<file path="src/rtl/pwm_pkg.sv">
// Shared constants and types for the multi-channel PWM block and its register logic.
package pwm_pkg;

  localparam logic PWM_MODE_EDGE   = 1'b0;
  localparam logic PWM_MODE_CENTER = 1'b1;

  typedef enum logic {
    DIR_UP   = 1'b0,
    DIR_DOWN = 1'b1
  } pwm_dir_e;

  // Channel-index width never collapses to zero, even for a single channel.
  function automatic int ch_idx_width(input int channels);
    return (channels > 1) ? $clog2(channels) : 1;
  endfunction

endpackage

</file>
<file path="src/rtl/pwm_timebase.sv">
// Shared PWM timebase: prescaler, up/up-down counter, config latches and period markers.
module pwm_timebase
  import pwm_pkg::*;
#(
  parameter int RESOLUTION = 12,
  parameter int PRESCALE_W = 8
) (
  input  logic                  clk_i,
  input  logic                  reset_n,
  input  logic                  enable_i,
  input  logic                  mode_i,
  input  logic [RESOLUTION-1:0] period_i,
  input  logic [PRESCALE_W-1:0] prescale_i,
  output logic [RESOLUTION-1:0] count_o,
  output logic                  commit_o,
  output logic                  period_o
);

  localparam logic [RESOLUTION-1:0] CNT_ONE   = RESOLUTION'(1);
  localparam logic [PRESCALE_W-1:0] PRESC_ONE = PRESCALE_W'(1);

  logic [PRESCALE_W-1:0] presc_q, presc_d;
  logic [PRESCALE_W-1:0] prescale_q, prescale_d;
  logic [RESOLUTION-1:0] cnt_q, cnt_d;
  logic [RESOLUTION-1:0] period_q, period_d;
  logic                  mode_q, mode_d;
  pwm_dir_e              dir_q, dir_d;
  logic                  start_q, start_d;
  logic                  pulse_q, pulse_d;
  logic                  tick;
  logic                  wrap;

  // start_q marks that the counter register holds the first count of a new
  // period; the pulse is issued one clock later so it lines up with out_o.
  always_comb begin
    presc_d    = presc_q;
    prescale_d = prescale_q;
    cnt_d      = cnt_q;
    period_d   = period_q;
    mode_d     = mode_q;
    dir_d      = dir_q;
    start_d    = 1'b0;
    pulse_d    = 1'b0;
    wrap       = 1'b0;
    tick       = (presc_q == prescale_q);

    if (!enable_i) begin
      presc_d = '0;
      cnt_d   = '0;
      dir_d   = DIR_UP;
      start_d = 1'b1;
    end else begin
      pulse_d = start_q;
      if (tick) begin
        presc_d = '0;
        if (mode_q == PWM_MODE_CENTER && period_q != '0) begin
          if (dir_q == DIR_UP && cnt_q < period_q) begin
            cnt_d = cnt_q + CNT_ONE;
          end else begin
            cnt_d = cnt_q - CNT_ONE;
            dir_d = DIR_DOWN;
          end
        end else if (cnt_q >= period_q) begin
          cnt_d = '0;
        end else begin
          cnt_d = cnt_q + CNT_ONE;
        end
        wrap = (cnt_d == '0);
      end else begin
        presc_d = presc_q + PRESC_ONE;
      end
    end

    if (wrap) begin
      dir_d   = DIR_UP;
      start_d = 1'b1;
    end

    // New configuration only takes effect where a period begins.
    if (wrap || !enable_i) begin
      period_d   = period_i;
      mode_d     = mode_i;
      prescale_d = prescale_i;
    end
  end

  always_ff @(posedge clk_i) begin
    if (!reset_n) begin
      presc_q    <= '0;
      prescale_q <= '0;
      cnt_q      <= '0;
      period_q   <= '0;
      mode_q     <= PWM_MODE_EDGE;
      dir_q      <= DIR_UP;
      start_q    <= 1'b0;
      pulse_q    <= 1'b0;
    end else begin
      presc_q    <= presc_d;
      prescale_q <= prescale_d;
      cnt_q      <= cnt_d;
      period_q   <= period_d;
      mode_q     <= mode_d;
      dir_q      <= dir_d;
      start_q    <= start_d;
      pulse_q    <= pulse_d;
    end
  end

  assign count_o  = cnt_q;
  assign commit_o = wrap | ~enable_i;
  assign period_o = pulse_q;

endmodule

</file>
<file path="src/rtl/pwm_multi.sv">
// Multi-channel PWM: one shared timebase, per-channel shadow/active duty and comparator.
module pwm_multi
  import pwm_pkg::*;
#(
  parameter int CHANNELS   = 4,
  parameter int RESOLUTION = 12,
  parameter int PRESCALE_W = 8,
  localparam int CH_W      = ch_idx_width(CHANNELS)
) (
  input  logic                  clk_i,
  input  logic                  reset_n,
  input  logic                  enable_i,
  input  logic                  mode_i,
  input  logic [RESOLUTION-1:0] period_i,
  input  logic [PRESCALE_W-1:0] prescale_i,
  input  logic                  wr_en_i,
  input  logic [CH_W-1:0]       wr_ch_i,
  input  logic [RESOLUTION-1:0] wr_duty_i,
  output logic [CHANNELS-1:0]   out_o,
  output logic                  period_o,
  output logic                  pending_o
);

  logic [RESOLUTION-1:0] count;
  logic                  commit;
  logic                  wr_valid;
  logic [CHANNELS-1:0]   out_q, out_d;
  logic                  pending_q, pending_d;

  pwm_timebase #(
    .RESOLUTION(RESOLUTION),
    .PRESCALE_W(PRESCALE_W)
  ) u_timebase (
    .clk_i     (clk_i),
    .reset_n   (reset_n),
    .enable_i  (enable_i),
    .mode_i    (mode_i),
    .period_i  (period_i),
    .prescale_i(prescale_i),
    .count_o   (count),
    .commit_o  (commit),
    .period_o  (period_o)
  );

  assign wr_valid = wr_en_i && (32'(wr_ch_i) < CHANNELS);

  for (genvar c = 0; c < CHANNELS; c++) begin : g_ch
    logic [RESOLUTION-1:0] shadow_q, shadow_d;
    logic [RESOLUTION-1:0] active_q, active_d;

    // Commit reads the old shadow, so a write on a boundary waits a full period.
    always_comb begin
      shadow_d = shadow_q;
      active_d = active_q;
      if (commit) begin
        active_d = shadow_q;
      end
      if (wr_valid && 32'(wr_ch_i) == c) begin
        shadow_d = wr_duty_i;
      end
    end

    always_ff @(posedge clk_i) begin
      if (!reset_n) begin
        shadow_q <= '0;
        active_q <= '0;
      end else begin
        shadow_q <= shadow_d;
        active_q <= active_d;
      end
    end

    assign out_d[c] = enable_i & (count < active_q);
  end

  always_comb begin
    pending_d = pending_q;
    if (commit) begin
      pending_d = 1'b0;
    end
    if (wr_valid) begin
      pending_d = 1'b1;
    end
  end

  always_ff @(posedge clk_i) begin
    if (!reset_n) begin
      out_q     <= '0;
      pending_q <= 1'b0;
    end else begin
      out_q     <= out_d;
      pending_q <= pending_d;
    end
  end

  assign out_o     = out_q;
  assign pending_o = pending_q;

endmodule

</file>
<file path="config.mk">
export PLATFORM = sky130hd
export DESIGN_NAME = pwm_multi
export DESIGN_NICKNAME = d
export VERILOG_FILES = /design/src/rtl/pwm_pkg.sv /design/src/rtl/pwm_timebase.sv /design/src/rtl/pwm_multi.sv
export SDC_FILE = /design/constraint.sdc
export NUM_CORES = 1
export LEC_CHECK = 0
export BUFFER_PORTS_ARGS = -buffer_cell sky130_fd_sc_hd__buf_2
export CAP_MARGIN = 20
export CORE_MARGIN = 3
export CORE_UTILIZATION = 30
export CTS_CLUSTER_DIAMETER = 50
export DETAILED_ROUTE_END_ITERATION = 6
export SLEW_MARGIN = 10
export SYNTH_ARGS = -nofsm -noshare
export SYNTH_HDL_FRONTEND = slang
export SYNTH_SLANG_ARGS = --single-unit
</file>
<file path="constraint.sdc">
create_clock -name clk_i -period 2.7 [get_ports clk_i]
set_input_delay 0.405 -clock clk_i [delete_from_list [all_inputs] [get_ports clk_i]]
set_output_delay 0.405 -clock clk_i [all_outputs]
set_load 0.05 [all_outputs]
</file>
==> results.toml <==
[logic_synthesis]
synth_top_area_share_pct = 37.7
syn_inst = 897
synth.avg_cell_area_um2 = 8.58
ys_top_cells_by_count = "nand2_1 (204), dfxtp_1 (145), mux2i_1 (96), inv_1 (71), ha_1 (59)"
synth_cell_types = 47
synthTopCellsByArea = "dfxtp_1 (38%), mux2i_1 (12%), nand2_1 (9.9%)"
ys_warn_count = 0
ys_ff_latch = 145
synthesis.nets = 995
synth-seq-area-share_pct = 37.7
synth_most_common_cell = "nand2_1"
async_reset_ff_share_pct = 0
synth_edf_count = 0
syn_area_um2 = 7700
yosys.area.top_type = "dfxtp_1"
synth_ff_type = "dfxtp_1"

[clocking]
cts_hold_buf = 0
root_buffer = "clkbuf_16"
clkSinkCount = 145
path_clk_slew_ns = 0.06
cts_tree = "built"
cts_buffers = 17
clkLatencyLatePin_ns = 0.43
clockBufferDepth = 2
htree_levels = 4

[route]
drt-vias-per-instance = 4.65
drt_iter0_markers = 402
antenna_left = 0
wire_per_inst_um = 14.0
drc = 0
drt-pass1-iter-count = 5
vias = 6196
wl_um = 18600

[final_layout]
diodes = 0
filler_cell_count = 2484
seq_area_um2 = 2930
final_area_um2 = 9730
syn_to_final_growth_pct = 26.4
final_nets = 1094
multiInputGateArea_um2 = 4510
post-route-util_pct = 39.3
drive_gt1_share_pct = 22.9

[pwr]
p_seq_share_pct = 41.0
intPower_uw = 3950
leakagePower_uw = 0.00404
power_frac_comb_pct = 18.1
p_sw_uw = 1570
pwr-share-clk_pct = 40.9
p_total_uw = 5520
switching_share_pct = 28.5
powerDensity_nw_per_um2 = 567
ir_worst_vdd_mv = 0.389

[status]
status = "finished with violations"
violations = "setup timing"

[sta]
maxSlewHeadroom_pct = 48.1
slew_violations = 0
timing.setup.tns_ns = -13.75
fin_crit_sh_pct = 108
rsz0062_at_grt = "yes"
worst_slack_ns = -0.218
setup_viol = 71
fmax_ghz = 0.343
finClkSkew_ns = 0.0118
period_minus_slack_ns = 2.92
tightest_slew_ns = 0.779
hold_viol = 0

[setup_path]
r2r_start = "u_timebase.period_q[6]"
end_kind = "register"
r2r_cells = 15
rrSetupSlack_ns = -0.22
arrival_ns = 3.27
reg2reg_to = "g_ch[1].active_q[3]"
crit_path_max_fanout = 7
critPathLaunch = "u_timebase.period_q[6]"
crit_type = "register to register"
cp-start-kind = "register"
critPathRequiredTime_ns = 3.05

[die]
ios = 45
start_util_pct = 31.1
die_area_um2 = 27600
rows = 57
fp.dieH_um = 166
fp.dieW_um = 166
core_um2 = 24700

[grt]
grt_usage_pct = 13.5
grt-ovfl-total = 0
grt_max_degree = 190
antenna_found_initial = 0
grt_pass1_vias = 5977
grt_pass1_wl_um = 30800

[worst_hold_path]
hold_end = "u_timebase.period_q[2]"
hp-class = "input pin to register"
hold_path_depth = 3
hold_start = "period_i[2]"

[run]
cap_violations = 0

[place]
gp_congestion = 0.856
io_buffer_count = 44
dpl.hpwl_um = 12800
post_dp_cell_area_um2 = 8630
pre_cts_slack_ns = -0.333
[power groups by stage]
stage	registers [µW]	clock network, µW	logic, µW
after floorplan	2330	0	528
after global placement	2310	0	824
after detailed placement	2310	0	832
after CTS	2260	2310	958
after global routing	2270	2400	1090
final	2260	2260	998
[per-stage QoR]
| stage | hold WS (ns) | instances |
|---|---|---|
| finish | 0.213 | 1333 |
| floorplan | 0.434 | 897 |
| global placement | 0.445 | 1278 |
| global route | 0.214 | 1333 |
| detailed placement | 0.447 | 1278 |
| CTS | 0.193 | 1325 |
[placed cells by master, fill, tap and decap left out, types with 5 or more instances in the layout]
cell type,Yosys,routed
a31oi_1,7,7
xor2_1,11,11
nand3_1,13,13
buf_4,0,69
inv_2,0,8
buf_2,1,43
clkbuf_16,0,18
nor2b_1,26,25
dfxtp_1,145,126
inv_1,71,63
buf_16,0,6
ha_4,0,9
nor2_1,34,34
dfxtp_2,0,19
a21oi_1,23,18
mux2i_1,96,94
nor3_1,6,6
ha_1,59,50
xnor2_1,15,14
nand4_1,5,5
nand2b_1,8,8
nand2_1,204,203
a21boi_0,24,24
and3_1,9,9
inv_6,0,5
buf_6,9,5
a21o_1,20,20
o21ai_0,19,16
[kinds of logic (layout without fill, tap and decap cells)]
kind of cell	Yosys count	after routing	share of synthesized area [%]
AO/OA/AOI/OAI	125	125	11.4
XOR/XNOR	26	26	2.96
adder cells (fa/ha/maj)	59	59	9.59
buffers and inverters	119	231	6.70
flip-flops	145	145	37.7
multiplexers	99	99	12.9
AND/OR/NAND/NOR	324	324	18.7
[final cells by class]
type / instances / area share [%]
clock buffer: 19 / 4.55
tap: 324 / 4.17
multi-input combinational: 633 / 46.4
timing repair buffer: 128 / 10.9
inverter: 71 / 2.74
clock inverter: 13 / 1.20
sequential: 145 / 30.1
[how the worst max path moves through the flow]
| stage | cells past startpoint | slack, ns | end |
|---|---|---|---|
| global placement | 13 | -0.30 | g_ch[2].active_q[1] |
| finish | 15 | -0.22 | g_ch[1].active_q[3] |
| detailed placement | 13 | -0.33 | g_ch[2].active_q[7] |
| global route | 15 | -0.39 | u_timebase.period_q[3] |
| floorplan | 14 | -0.13 | u_timebase.period_q[5] |
| CTS | 14 | -0.29 | u_timebase.period_q[5] |
[worst max-delay path: stages (launching register included)]
cell	delay [ns]
dfxtp_2	0.34
inv_1	0.07
ha_4	0.26
nand4_1	0.11
nor2_1	0.15
o21a_1	0.20
o41ai_4	0.09
buf_6	0.15
buf_6	0.13
buf_4	0.15
a31oi_1	0.16
and4b_2	0.28
a21oi_4	0.22
buf_6	0.19
buf_12	0.14
mux2i_1	0.20
[metal layers]
metal / share of wire [%] / vias to the layer above / GRT usage, %
li1: - / 3202 / -
met1: 48 / 2882 / 18.3
met2: 47 / 97 / 22.0
met3: 3.2 / 15 / 2.76
met4: 1.0 / 0 / 3.47
met5: 0 / - / 0
[registers in the layout, indices dropped and copies added, names as in the netlist]
| register | flops |
|---|---|
| u_timebase.prescale_q | 8 |
| out_o | 4 |
| u_timebase.period_o | 1 |
| u_timebase.period_q | 12 |
| u_timebase.start_q | 1 |
| u_timebase.dir_q | 1 |
| g_ch.shadow_q | 48 |
| u_timebase.mode_q | 1 |
| u_timebase.presc_q | 8 |
| g_ch.active_q | 48 |
| u_timebase.count_o | 12 |
| pending_o | 1 |
[timing repair]
action,CTS,global route
setup buffers,12,8
setup endpoints to repair,72,74
pin swaps,15,15
gates cloned,5,1
gates resized for setup,41,20
Note: power is estimated with default switching activity, not from simulation.
